[config.mk]
export PLATFORM = sky130hd
export DESIGN_NAME = auth_sequencer
export DESIGN_NICKNAME = d
export VERILOG_FILES = /design/src/rtl/auth_sequencer.sv
export SDC_FILE = /design/constraint.sdc
export NUM_CORES = 1
export LEC_CHECK = 0
export CAP_MARGIN = 20
export CORE_MARGIN = 5
export CORE_UTILIZATION = 49
export DETAILED_ROUTE_END_ITERATION = 8
export GPL_TIMING_DRIVEN = 0
export PLACE_DENSITY = 0.75
export SLEW_MARGIN = 10
export SYNTH_ARGS = -nofsm -noshare
export SYNTH_HDL_FRONTEND = slang
export SYNTH_SLANG_ARGS = --single-unit
[constraint.sdc]
create_clock -name clk -period 2.1 [get_ports clk]
set_input_delay 0.21 -clock clk [delete_from_list [all_inputs] [get_ports clk]]
set_output_delay 0.21 -clock clk [all_outputs]
set_load 0.005 [all_outputs]
[src/rtl/auth_sequencer.sv]
// auth_sequencer: OTP capture, user entry, compare, retry/lockout control and display scan
module auth_sequencer #(
  parameter int DATA_W        = 4,
  parameter int N_DIGITS      = 2,
  parameter int MAX_TRIES     = 3,
  parameter int HOLD_CYCLES   = 4,
  parameter int LOCK_CYCLES   = 16,
  parameter int ENTRY_TIMEOUT = 64,
  parameter int SCAN_CYCLES   = 4
) (
  input  logic                            clk,
  input  logic                            reset,
  input  logic [DATA_W-1:0]               otp_word,
  input  logic                            otp_latch,
  input  logic                            user_latch,
  input  logic [DATA_W-1:0]               user_in,
  output logic [DATA_W-1:0]               otp_disp,
  output logic [DATA_W-1:0]               user_disp,
  output logic [$clog2(N_DIGITS)-1:0]     scan_idx,
  output logic [$clog2(N_DIGITS+1)-1:0]   digit_idx,
  output logic [3:0]                      tries_left,
  output logic                            granted,
  output logic                            denied,
  output logic                            locked,
  output logic [2:0]                      state
);
  localparam int SW   = $clog2(N_DIGITS);
  localparam int DW   = $clog2(N_DIGITS + 1);
  localparam int TM1  = HOLD_CYCLES > LOCK_CYCLES ? HOLD_CYCLES : LOCK_CYCLES;
  localparam int TMAX = TM1 > ENTRY_TIMEOUT ? TM1 : ENTRY_TIMEOUT;
  localparam int TW   = $clog2(TMAX + 1);
  localparam int CW   = $clog2(SCAN_CYCLES + 1);
  typedef enum logic [2:0] {IDLE, CAPTURE, ENTRY, CHECK, GRANT, FAIL, LOCK} state_t;
  state_t st, st_n;
  logic [2:0] otp_sync, user_sync;
  logic otp_evt, user_evt;
  logic [N_DIGITS-1:0][DATA_W-1:0] otp_reg, entry_reg;
  logic [SW-1:0] cap_cnt;
  logic [TW-1:0] tmr;
  logic [CW-1:0] scan_cnt;
  logic match, last_digit, hold_done, lock_done, timed_out, scan_wrap;
  assign state      = st;
  assign match      = otp_reg == entry_reg;
  assign last_digit = user_evt && digit_idx == DW'(N_DIGITS - 1);
  assign hold_done  = tmr == TW'(HOLD_CYCLES - 1);
  assign lock_done  = tmr == TW'(LOCK_CYCLES - 1);
  assign timed_out  = !user_evt && tmr == TW'(ENTRY_TIMEOUT - 1);
  assign scan_wrap  = scan_cnt == CW'(SCAN_CYCLES - 1);
  always_comb begin
    st_n = IDLE;
    case (st)
      IDLE:    st_n = otp_evt ? CAPTURE : IDLE;
      CAPTURE: st_n = cap_cnt == SW'(N_DIGITS - 1) ? ENTRY : CAPTURE;
      ENTRY:   st_n = last_digit ? CHECK : timed_out ? IDLE : ENTRY;
      CHECK:   st_n = match ? GRANT : tries_left <= 4'd1 ? LOCK : FAIL;
      GRANT:   st_n = hold_done ? IDLE : GRANT;
      FAIL:    st_n = hold_done ? ENTRY : FAIL;
      LOCK:    st_n = lock_done ? IDLE : LOCK;
      default: st_n = IDLE;
    endcase
  end
  always_ff @(posedge clk) st <= !reset ? IDLE : st_n;
  always_ff @(posedge clk) begin
    if (!reset) begin
      otp_sync   <= '0;
      user_sync  <= '0;
      otp_evt    <= 1'b0;
      user_evt   <= 1'b0;
      otp_reg    <= '0;
      entry_reg  <= '0;
      cap_cnt    <= '0;
      digit_idx  <= '0;
      tmr        <= '0;
      tries_left <= 4'(MAX_TRIES);
      user_disp  <= '0;
      otp_disp   <= '0;
      scan_cnt   <= '0;
      scan_idx   <= '0;
      granted    <= 1'b0;
      denied     <= 1'b0;
      locked     <= 1'b0;
    end else begin
      otp_sync  <= {otp_sync[1:0], otp_latch};
      user_sync <= {user_sync[1:0], user_latch};
      otp_evt   <= otp_sync[1] & ~otp_sync[2];
      user_evt  <= user_sync[1] & ~user_sync[2];
      tmr       <= (st_n != st || (st == ENTRY && user_evt)) ? '0 : tmr + 1'b1;
      scan_cnt  <= scan_wrap ? '0 : scan_cnt + 1'b1;
      if (scan_wrap) scan_idx <= scan_idx == SW'(N_DIGITS - 1) ? '0 : scan_idx + 1'b1;
      otp_disp  <= otp_reg[scan_idx];
      granted   <= st_n == GRANT;
      denied    <= st_n == FAIL;
      locked    <= st_n == LOCK;
      if (st == CAPTURE) begin
        otp_reg[cap_cnt] <= otp_word;
        cap_cnt          <= cap_cnt + 1'b1;
      end else cap_cnt <= '0;
      if (st_n == ENTRY && st != ENTRY) digit_idx <= '0;
      else if (st == ENTRY && user_evt) begin
        entry_reg[digit_idx[SW-1:0]] <= user_in;
        user_disp                    <= user_in;
        digit_idx                    <= digit_idx + 1'b1;
      end
      if (st == CHECK && !match && tries_left != 4'd0) tries_left <= tries_left - 4'd1;
      if (st_n == IDLE && (st == GRANT || st == LOCK || st == ENTRY)) otp_reg <= '0;
      if (st_n == IDLE && (st == GRANT || st == LOCK)) tries_left <= 4'(MAX_TRIES);
    end
  end
endmodule

==> key figures, run 1 <==
STA
  • Final-report max-slew violation count: 0
  • Maximum clock frequency: 0.4777 GHz
  • Final setup fails: 0
  • Clk_skew: 0.008121 ns
  • Fin crit share: 99.69%
  • Relative slew slack: 55.90%
  • Slew at the pin closest to its max-slew limit: 0.6597 ns
  • RSZ-0062 raised after global routing: yes
  • Setup ws final: 0.006502 ns
  • Final Hold Violating Endpoints: 0
  • Min Clock Period, post-route: 2.093 ns

Detailed routing
  • Drc violations: 0
  • Wire per inst: 14.00 um
  • Initial DRC count: 195
  • Number of vias per cell: 5.328
  • Antenna viol nets, final: 0
  • DRT Pass-1 Iters: 4
  • Routed vias: 2014
  • DRT Wirelength: between 5 and 6 mm

Clock network
  • CTS Buffer Depth: 2
  • Total CTS buffers: 5
  • Hold_buf cts: 0
  • CTS root buf: clkbuf_8
  • Clock sinks: 56
  • Clock Latency Late Sink: 0.32 ns
  • TritonCTS clock tree: done
  • CTS clk-pin slew, worst paths: 0.09 ns
  • H-tree depth: 2

Pwr
  • Leakage: between 1 and 1.5 nW
  • Largest vdd supply drop: 451.8 uV
  • PD cells: 590.9 nW/um^2

Worst setup path
  • Largest stage delay on the critical path: 0.49 ns
  • Worst endpoint required time: ~2.3 ns
  • Crit path max-delay cell type: or4b_4
  • CP Launch Type: register
  • RR Endpoint: tmr[2]
  • Worst-path cell chain: ha_4 > or4b_4 > o31a_1 > o211ai_4 > a21boi_4 > buf_6 > a32o_1
  • Setup CP Type: register to register
  • Worst R2R Start: tmr[1]
  • Critical path arrival: 2.30 ns
  • CP delay by family, top: compound AO/OA/AOI/OAI gates
  • CP Buf/Inv Count: 1
  • CP Capture Type: register
  • CP Depth: 7
  • Crit-path max FO: 5
  • Path depth of the worst reg2reg path: 7
  • Reg2reg setup slack: ~0.0065 ns

Final layout
  • Finished Layout Cells: 378
  • Synth-to-Final Area Change: 23.62%
  • Nets: 326
  • Share of layout cells above drive strength 1: 11.04%
  • Diodes inserted: 0

Synthesis
  • Top_reg_cell synth: dfxtp_1
  • Synth Warn #: 0
  • Syn Inst Count: 263
  • Seq/Total Area, Yosys: roughly 45%
  • Synth unique cells: 45
  • Cell Area, Synth: 2511 um^2
  • Avg Synthesized Cell Area: 9.548 um^2
  • Post-synth EDFFs: 0
  • Asr flop ratio synth: 0%
  • #FFs+latches synth: 56
  • Post-Synthesis Net Count: 282

Min path
  • Worst Hold Class: register to register
  • Hold path start: user_sync[2]
  • Worst hold endpoint: user_evt
  • WHS Path Cells: 1

Run status
  • Status: complete, no violations

Floorplan
  • Rows: 26
  • Die Wd: 81.59 um
  • Top Ports: 33
  • Die Area: 6656 um^2
  • Initial Utilization: 49.80%
  • Chip height: 81.59 um
  • Core ar.: between 5000 and 6000 um^2

Placement
  • Placer congestion estimate: 0.8355
  • I/O Buffers: 32
  • Pre-CTS setup slack: -0.1819 ns
  • Final HPWL DP: 3.727 mm
  • Placed Cells: 365

Global routing
  • Total grt overflow: 0
  • Total Routing Usage GR: roughly 18%
  • Antenna violations before repair: 0
  • First-pass GRT wire length: 9.052 mm
  • Vias in the first global route: 1992
  • Largest net degree at the start of global routing: 18

Run
  • Max_cap viols: 0
-- layout make-up --
class	instances	area [um^2]
Tap cell	70	87.58
Inverter	10	37.54
Fill cell	429	1938
Sequential cell	56	1127
Clock buffer	6	72.57
Multi-Input combinational cell	182	1321
Buffer	13	61.31
Clock inverter	2	16.27
Timing Repair Buffer	39	380.4
-- worst register-to-register path: stages, from the launching register on --
cell and delay [ns]:
dfxtp_2 0.37, ha_4 0.15, or4b_4 0.49, o31a_1 0.29, o211ai_4 0.25, a21boi_4 0.10, buf_6 0.14, a32o_1 0.21
-- cell families after synthesis --
family                   count (synthesis)  share of synthesized area, %
multiplexers                            26                         10.36
flip-flops                              56                         44.64
adder cells (fa/ha/maj)                  7                         3.488
XOR/XNOR                                16                         5.581
AND/OR/NAND/NOR                        100                         21.47
buffers and inverters                   25                         4.085
AO/OA/AOI/OAI                           33                         10.36
-- power breakdown --
group | switching, mW | leakage, nW | internal, mW
Sequential | 0.0165 | 0.455 | 1.09
Clock | 0.353 | 0.0414 | 0.238
Combinational | 0.0667 | 0.696 | 0.0742
-- routing by layer --
layer  up-vias  track usage (%)  part of all wire [%]
met2        54            28.34                    48
met4         0            6.146                   1.7
met5         -                0                     0
li1       1010                -                     -
met1       940            22.56                    46
met3        10            4.715                   5.0
-- synthesized netlist by cell type (all sizes together) (7+ instances only) --
master	instances	area share [%]
xor2	9	3.1
nor2	21	3.1
inv	10	1.5
nor3	11	2.2
nand2	14	2.1
dfxtp	56	45
ha	7	3.5
and2	9	2.2
mux2i	26	10
nand3	15	3.0
a21oi	10	2.0
xnor2	7	2.4
clkbuf	8	1.2
buf	7	1.4
-- stage by stage --
stage / utilization, % / cell area [um^2] / power (mW) / hold slack (ns) / setup TNS (ns)
floorplan: - / 2514 / 1.197 / 0.3373 / 0
global placement: 57.94 / 2922 / 1.246 / 0.3733 / -2.423
detailed placement: 57.94 / 2922 / 1.250 / 0.3779 / -2.955
CTS: 61.24 / 3088 / 1.846 / 0.3926 / 0
global route: 61.56 / 3104 / 1.918 / 0.3993 / -0.3123
finish: 61.56 / 3104 / 1.834 / 0.3909 / 0
-- how the worst max path moves through the flow --
stage	startpoint	end	slack, ns
detailed placement	tmr[0]	otp_reg[2]	-0.18
global route	tmr[1]	tmr[2]	-0.06
global placement	tmr[0]	otp_reg[2]	-0.16
floorplan	tmr[0]	otp_reg[0]	0.002
finish	tmr[1]	tmr[2]	0.007
CTS	tmr[0]	tmr[2]	0.02
-- cells in the final DEF, fill, tap and decap left out, drive strengths merged, types with 2 or more instances in the layout --
| cell type | netlist | final |
|---|---|---|
| nand4 | 6 | 6 |
| buf | 7 | 14 |
| and4 | 2 | 2 |
| nand3 | 15 | 15 |
| or3 | 3 | 3 |
| dfxtp | 56 | 56 |
| ha | 7 | 7 |
| xnor2 | 7 | 7 |
| clkdlybuf4s50 | 0 | 32 |
| nor2 | 21 | 21 |
| xor2 | 9 | 9 |
| clkbuf | 8 | 12 |
| nor2b | 6 | 6 |
| mux2i | 26 | 26 |
| nand2b | 4 | 4 |
| and2 | 9 | 9 |
| inv | 10 | 10 |
| nor4 | 3 | 3 |
| nand4b | 2 | 2 |
| o21ai | 6 | 6 |
| nand2 | 14 | 14 |
| nor3 | 11 | 11 |
| a21oi | 10 | 10 |
| o211ai | 4 | 4 |
-- repair_timing --
item                       in CTS  in global routing
setup endpoints to repair      25                 24
cloned                          0                  0
buffers inserted                6                  1
gates resized for setup         9                  9
pin swaps                       6                  1
(Power assumes the default switching activity.)
==> inputs of run 2 (changes only) <==
CORE_UTILIZATION = 35   (was 49)
PLACE_DENSITY = unset   (was 0.75)
==> run 2 against run 1 <==
Sequential share of layout area down 0.48 points. Count of clock-buffer cells in the layout down 1. Sequential cell count unchanged. Sequential power about the same. First-iteration DRC count down 55%. Critical path type unchanged. Clock skew up 0.0043 ns. Clock power up 6.9%. Design area up 1.3%. Global-route usage down 4.8 points. Largest cell class unchanged. Final cell count up 6.1%. Total power up 2.1%.
==> key figures, run 2 (synthesis gave the netlist of run 1 again) <==
Clock network
  • H-tree depth: 2
  • CTS root buf: clkbuf_8
  • Clock sinks: 56
  • Clock Latency Late Sink: 0.32 ns
  • CTS Buffer Depth: 2
  • CTS clk-pin slew, worst paths: approximately 0.11 ns
  • Total CTS buffers: 5
  • TritonCTS clock tree: done

STA
  • RSZ-0062 raised after global routing: yes
  • Final setup fails: 0
  • Fin crit share: 99.07%
  • Clk_skew: ~0.012 ns
  • Final TNS setup: 0 ns
  • Maximum clock frequency: 0.4807 GHz
  • Relative slew slack: 51.12%
  • Final Hold Violating Endpoints: 0
  • Min Clock Period, post-route: 2.080 ns
  • Setup ws final: 0.01962 ns
  • Slew at the pin closest to its max-slew limit: 0.7314 ns
  • Final-report max-slew violation count: 0

Floorplan
  • Top Ports: 33
  • Initial Utilization: a little over a third
  • Die Area: between 8000 and 9000 um^2
  • Chip height: 94.71 um
  • Core ar.: 6907 um^2
  • Rows: 30
  • Die Wd: ~95 um

Placement
  • Area after DPL: slightly below 3000 um^2
  • I/O Buffers: 32
  • Final HPWL DP: 3.856 mm
  • Pre-CTS setup slack: -0.1868 ns
  • Placer congestion estimate: roughly 0.8

Worst setup path
  • CP Launch Type: register
  • Crit path max-delay cell type: or4b_4
  • Reg2reg setup slack: between 0.015 and 0.02 ns
  • Largest stage delay on the critical path: 0.49 ns
  • Critical path arrival: 2.32 ns
  • Setup CP Type: register to register
  • Worst-path cell chain: ha_4 > or4b_4 > o31a_1 > o211ai_4 > a221oi_4 > buf_6 > nor3_1
  • Worst R2R Start: tmr[0]
  • RR Endpoint: otp_reg[1]
  • Path depth of the worst reg2reg path: 7
  • Crit-path max FO: 8
  • Worst endpoint required time: 2.34 ns
  • CP Capture Type: register

Run
  • Max_cap viols: 0

Detailed routing
  • DRT Wirelength: 5.498 mm
  • Drc violations: 0
  • Routed vias: ~2000
  • Number of vias per cell: 4.905
  • DRT Pass-1 Iters: 4
  • Initial DRC count: 87
  • Antenna viol nets, final: 0
  • Wire per inst: 13.71 um

Final layout
  • Share of layout cells above drive strength 1: 12.13%
  • Area of the multi-input gates: 1353 um^2
  • Most common cell after layout, fill and taps aside: dfxtp_1
  • Finished Cell Area: between 3000 and 4000 um^2
  • Fin util: 45.54%
  • Nets: 323
  • Synth-to-Final Area Change: 25.26%
  • Fillers: approximately 700
  • Reg area: between 1000 and 1500 um^2
  • Diodes inserted: 0
  • Most frequent cells in the layout: dfxtp_1, clkdlybuf4s50_1, mux2i_1

Run status
  • Status: complete, no violations

Global routing
  • Vias in the first global route: around 1900
  • Largest net degree at the start of global routing: 20
  • Total Routing Usage GR: 12.69%
  • Total grt overflow: 0
  • First-pass GRT wire length: between 8 and 9 mm
  • Antenna violations before repair: 0

Pwr
  • Tot Pwr: around 1.9 mW
  • Leakage: approximately 1.2 nW
  • PD cells: 595.7 nW/um^2
  • Largest vdd supply drop: 356.4 uV

Min path
  • Worst hold endpoint: user_evt
  • Hold path start: user_sync[2]
  • Worst Hold Class: register to register
  • WHS Path Cells: 1
## run 2: cell count changes in the layout (fill, tap and decap cells not counted), sizes merged
cell	before	now
buf	14	11
clkbuf	12	11
inv	10	11
## run 2: layout make-up
| type | count | share of cell area (%) |
|---|---|---|
| flip-flops and latches | 56 | 35.84 |
| clock inverters | 3 | 0.8751 |
| clock buffers | 5 | 2.188 |
| multi-input cells | 182 | 43.00 |
| well taps | 96 | 3.819 |
| inverters | 10 | 1.193 |
| repair buffers | 37 | 11.50 |
| plain buffers | 12 | 1.591 |
## run 2: critical path: cells and delay by family (launching register included)
family | cells | cell delay [ns]
AOI/OAI and AO/OA | 3 | 0.66
and+or+nand+nor | 2 | 0.65
DFF | 1 | 0.38
buffers and inverters | 1 | 0.16
adders and majority gates | 1 | 0.15
## run 2: per-layer routing
metal	up-vias	global-route usage [%]	routed length, um
li1	999	-	-
met1	928	17.38	2681
met2	35	19.55	2523
met3	5	3.028	242
met4	0	4.207	51
met5	-	0	0
## run 2: worst max path at each step
stage	start	endpoint	cells past startpoint
2_1_floorplan	tmr[0]	otp_reg[0]	6
3_3_place_gp	tmr[0]	otp_reg[2]	6
3_5_place_dp	tmr[0]	otp_reg[7]	6
4_1_cts	tmr[1]	otp_reg[7]	7
5_1_grt	tmr[0]	otp_reg[6]	7
6_report	tmr[0]	otp_reg[1]	7
## run 2: what timing repair did
| action | 4_1_cts | 5_1_grt |
|---|---|---|
| gates resized for setup | 9 | 14 |
| buffers inserted | 3 | 2 |
| hold buffers | 0 | 0 |
| gates cloned | 0 | 0 |
| pin swaps | 2 | 8 |
| setup endpoints to repair | 25 | 24 |
## run 2: power breakdown
group	internal [mW]	switching (mW)	total [mW]
clock network	0.246	0.386	0.632
logic	0.0719	0.0681	0.140
registers	1.09	0.0157	1.10
## run 2: stage by stage
step           std cells  hold slack, ns
3_5_place_dp         391          0.3798
4_1_cts              402          0.3948
2_1_floorplan        263          0.3373
3_3_place_gp         391          0.3717
5_1_grt              401          0.4149
6_report             401          0.3894
